$ cat src/rtl/reg_16bit_down.sv
// Loadable down-counting register with terminal-count pulse and optional
// auto-reload of the last loaded value.
module reg_16bit_down #(
    parameter int WIDTH = 16
) (
    input  logic             clk,
    input  logic             clr_n,
    input  logic             load,
    input  logic             decr,
    input  logic [WIDTH-1:0] load_input,
    input  logic             reload_en,
    output logic [WIDTH-1:0] A,
    output logic             zero,
    output logic             underflow,
    output logic             busy
);

    typedef enum logic [1:0] {
        IDLE,
        COUNT,
        EXPIRED
    } state_t;

    state_t           state;
    state_t           state_next;
    logic [WIDTH-1:0] a_next;
    logic [WIDTH-1:0] reload_val;
    logic [WIDTH-1:0] reload_next;
    logic             underflow_next;

    always_ff @(posedge clk or negedge clr_n) begin
        if (!clr_n) begin
            state      <= IDLE;
            A          <= '0;
            reload_val <= '0;
            underflow  <= 1'b0;
        end else begin
            state      <= state_next;
            A          <= a_next;
            reload_val <= reload_next;
            underflow  <= underflow_next;
        end
    end

    // Load beats decrement; outside COUNT the count is frozen at zero.
    always_comb begin
        state_next     = state;
        a_next         = A;
        reload_next    = reload_val;
        underflow_next = 1'b0;
        if (load) begin
            a_next      = load_input;
            reload_next = load_input;
            state_next  = (load_input != '0) ? COUNT : IDLE;
        end else begin
            unique case (state)
                COUNT: begin
                    if (decr) begin
                        if (A == WIDTH'(1)) begin
                            underflow_next = 1'b1;
                            if (reload_en) begin
                                a_next = reload_val;
                            end else begin
                                a_next     = '0;
                                state_next = EXPIRED;
                            end
                        end else begin
                            a_next = A - WIDTH'(1);
                        end
                    end
                end
                IDLE, EXPIRED: begin
                    state_next = state;
                end
                default: begin
                    state_next = IDLE;
                end
            endcase
        end
    end

    assign zero = (A == '0);
    assign busy = (state == COUNT);

endmodule

$ cat config.mk
export PLATFORM = sky130hd
export DESIGN_NAME = reg_16bit_down
export DESIGN_NICKNAME = d
export VERILOG_FILES = /design/src/rtl/reg_16bit_down.sv
export SDC_FILE = /design/constraint.sdc
export NUM_CORES = 1
export LEC_CHECK = 0
export BUFFER_PORTS_ARGS = -buffer_cell sky130_fd_sc_hd__buf_2
export CELL_PAD_IN_SITES_DETAIL_PLACEMENT = 0
export CELL_PAD_IN_SITES_GLOBAL_PLACEMENT = 1
export CORE_MARGIN = 2
export CORE_UTILIZATION = 38
export CTS_BUF_LIST = sky130_fd_sc_hd__clkbuf_4 sky130_fd_sc_hd__clkbuf_8
export DETAILED_ROUTE_END_ITERATION = 8
export PLACE_DENSITY = 0.79
export SETUP_SLACK_MARGIN = 0.2
export SLEW_MARGIN = 15
export SYNTH_ARGS = -nofsm -noshare
export SYNTH_HDL_FRONTEND = slang
export SYNTH_SLANG_ARGS = --single-unit
$ cat constraint.sdc
create_clock -name clk -period 2.1 [get_ports clk]
set_clock_uncertainty 0.05 [all_clocks]
set_input_delay 0.63 -clock clk [delete_from_list [all_inputs] [get_ports clk]]
set_output_delay 0.63 -clock clk [all_outputs]
set_load 0.1 [all_outputs]
==> reports/results.tsv <==
stage	metric	value	unit
clock_network	CTS sink cnt	35	
job	max capacitance violation total	0	
yosys	share of the synthesized area in the top cell type	0.454	
critical_path	Worst R2R End	A[15]	
clock_network	Clock Latency Late Sink	300	ps
critical_path	CP peak stage delay	550	ps
clock_network	clock slew at reported path FFs	70	ps
power_and_ir_drop	Tot Pwr	1950	µW
critical_path	CP Max Fanout	2	
yosys	top cells by area, synth	dfrtp_1 45%, mux2_2 6.4%, nand2_1 5.5%, o21ai_0 4.7%, nor4_1 3.2%	
clock_network	H-Tree Depth	2	
yosys	Synth Warn #	0	
detailed_routing	met2 WL	3000	µm
power_and_ir_drop	VDD IR max	352	µV
yosys	sequential share of the synthesized area	0.454	
detailed_routing	Final ANT Viol Nets	0	
worst_hold_path	Min-Delay Path Class	primary input to async pin	
sta	Final Max Tran Viols	0	
sta	Peak Freq	354	MHz
clock_network	Root Driver	clkbuf_8	
global_route	Total GRT Usage	0.234	
clock_network	CTS buffer count	5	
final_layout	share of cells above drive strength 1	0.538	
yosys	Yosys cell types	45	
power_and_ir_drop	Switching Share	0.375	
detailed_routing	Iter 0 DRT Violations	141	
yosys	Post-Syn Area	1930	µm²
detailed_routing	DRT Pass-1 Iters	5	
sta	Hold Slack	223	ps
detailed_routing	WL met1	2560	µm
global_route	pin count of the biggest net entering global routing	21	
final_layout	Ant. Diodes	0	
power_and_ir_drop	Comb power frac	0.321	
detailed_routing	met3 wire length	413	µm
power_and_ir_drop	Seq pwr share	0.407	
global_route	initial antenna violation count	0	
power_and_ir_drop	Clock Power Share	0.272	
critical_path	Reg2Reg Depth	6	
yosys	Synth Net Count	231	
critical_path	kind of critical path	flop to output port	
detailed_routing	DRC Markers	0	
yosys	cell taking the most area after synthesis	dfrtp_1	
die	overall die height	75.2	µm
sta	Sum Neg Setup Slack	-1050	ps
critical_path	Worst Path Arrival	2150	ps
yosys	Post-Syn Area per Cell	9.27	µm²
critical_path	Worst Path Required	1420	ps
yosys	Synth top cells by count	35 x dfrtp_1, 28 x nand2_1, 18 x o21ai_0	
final_layout	Nets	308	
final_layout	Post-Layout Cell Count	353	
die	Rows	25	
final_layout	area grow syn2layout	51.6	%
die	Starting Density	0.400	
detailed_routing	routed len/inst	17.2	µm
die	DIE WIDTH	75.2	µm
critical_path	CP Capture Type	output port	
placement	dpl ws	-452	ps
critical_path	worst-path cell chain	or4_4, or4_4, nor3_4, buf_12	
die	die area	5660	µm²
placement	# port buffers	39	
sta	final setup fails	7	
global_route	first-pass GRT wire length	9660	µm
critical_path	Crit. Startpoint	A[11]	
critical_path	worst r2r src	A[11]	
placement	GPL Wtd Cong	0.873	
die	Core ar.	4820	µm²
placement	hpwl dp	4180	µm
run_status	outcome	finished with violations	
sta	Tmin final	2830	ps
placement	placed cell count	336	
sta	final-report hold violation count	0	
die	IO Pins	40	
detailed_routing	routed wire length	6060	µm
detailed_routing	max layer used	met4	
global_route	grt total ovfl	0	
run_status	failing checks	negative setup slack	
sta	post-route setup slack	-727	ps
yosys	most numerous cell in the Yosys netlist	dfrtp_1	
yosys	Synth async-reset ratio	1.00	
clock_network	hold buffer count at cts	0	
power_and_ir_drop	Leakage	0.00123	µW
critical_path	CP dominant cell by count	or4_4	
power_and_ir_drop	pwr/cell area	669	nW/µm²
critical_path	CP endpoint	zero	
global_route	vias in the first global route	1950	
critical_path	CP max-delay cell	or4_4	
power_and_ir_drop	NetSw	732	µW
clock_network	Clock Path Buffers	2	
detailed_routing	vias per std cell	5.63	
yosys	number of flops mapped to enable cells by yosys	0	
critical_path	Startpoint Class	flop	
sta	Tcrit/Tclk final	1.35	
sta	Worst-Margin Slew	489	ps
yosys	post-synthesis cell count	208	
yosys	top_reg_cell synth	dfrtp_1	
clock_network	CTS tree	done	
critical_path	r2r setup slk	-230	ps
power_and_ir_drop	Internal Power	1220	µW
sta	RSZ-0062 raised after global routing	yes	
sta	Max-Slew Margin vs Limit	0.676	
yosys	number of synthesized register bits	35	
detailed_routing	Vias	1986	
registers in the layout (all words and copies together), names as in the netlist:
register / count
reload_val: 16
A: 16
state: 2
underflow: 1
metal layers:
metal,vias to the layer above,track usage
met1,969,0.309
met5,-,0
met4,0,0.0643
met3,11,0.0656
met2,69,0.379
li1,937,-
worst min path at each step:
stage	to	slack, ps	start	depth (start not counted)
3_5_place_dp	A[6]	410	reload_val[6]	2
3_3_place_gp	A[6]	410	reload_val[6]	2
5_1_grt	reload_val[6]	260	clr_n	1
4_1_cts	reload_val[6]	240	clr_n	1
2_1_floorplan	A[0]	280	clr_n	0
6_report	reload_val[6]	220	clr_n	1
layout by cell type (no fill, tap or decap), types with 4 or more instances in the layout:
cell,count
dfrtp_1,20
o21ai_0,10
a21oi_1,4
clkbuf_4,6
buf_4,42
buf_2,23
nand2_1,26
nand3_1,7
clkbuf_8,6
o21ai_1,7
nor4_1,6
dfrtp_2,13
buf_6,9
nor3_1,4
inv_1,7
nor2_1,9
mux2_2,11
worst max-delay path, delay by kind of cell, from the launching register on:
family / cells / cell delay, ps
buffers and inverters: 1 / 200
and+or+nand+nor: 3 / 1180
DFF: 1 / 480
cells by family (layout without fill, tap and decap cells):
kind of cell / Yosys count / count (layout) / synth area share
flops: 35 / 35 / 0.454
compound gates: 50 / 50 / 0.178
simple gates: 85 / 85 / 0.228
fa+ha+maj: 2 / 2 / 0.0130
mux: 14 / 14 / 0.0798
buf+inv: 22 / 100 / 0.0467
what timing repair did:
item / 4_1_cts / 5_1_grt
cloned: 1 / 0
setup buffers: 4 / 4
endpoints found under the setup margin: 25 / 26
gates resized for setup: 40 / 29
pin swaps: 11 / 14
power groups by stage:
| stage | combinational, µW | sequential, µW | clock, µW |
|---|---|---|---|
| 2_1_floorplan | 155 | 1030 | 0 |
| 3_3_place_gp | 563 | 798 | 0 |
| 3_5_place_dp | 567 | 800 | 0 |
| 4_1_cts | 600 | 792 | 537 |
| 5_1_grt | 668 | 803 | 572 |
| 6_report | 628 | 795 | 531 |
cell type report:
class | count | area [µm²]
multi-input combinational | 151 | 1150
sequential | 35 | 900
clock buffer | 7 | 90.1
clock inverter | 1 | 5.00
inverter | 9 | 36.3
tap | 67 | 83.8
fill | 457 | 1890
timing repair buffer | 83 | 657
through the flow:
step / area [µm²] / utilization
floorplan: 1970 / -
finish: 2920 / 0.607
detailed placement: 2500 / 0.518
CTS: 2790 / 0.580
global placement: 2500 / 0.518
global route: 2920 / 0.607
Note: power is estimated with default switching activity, not from simulation.
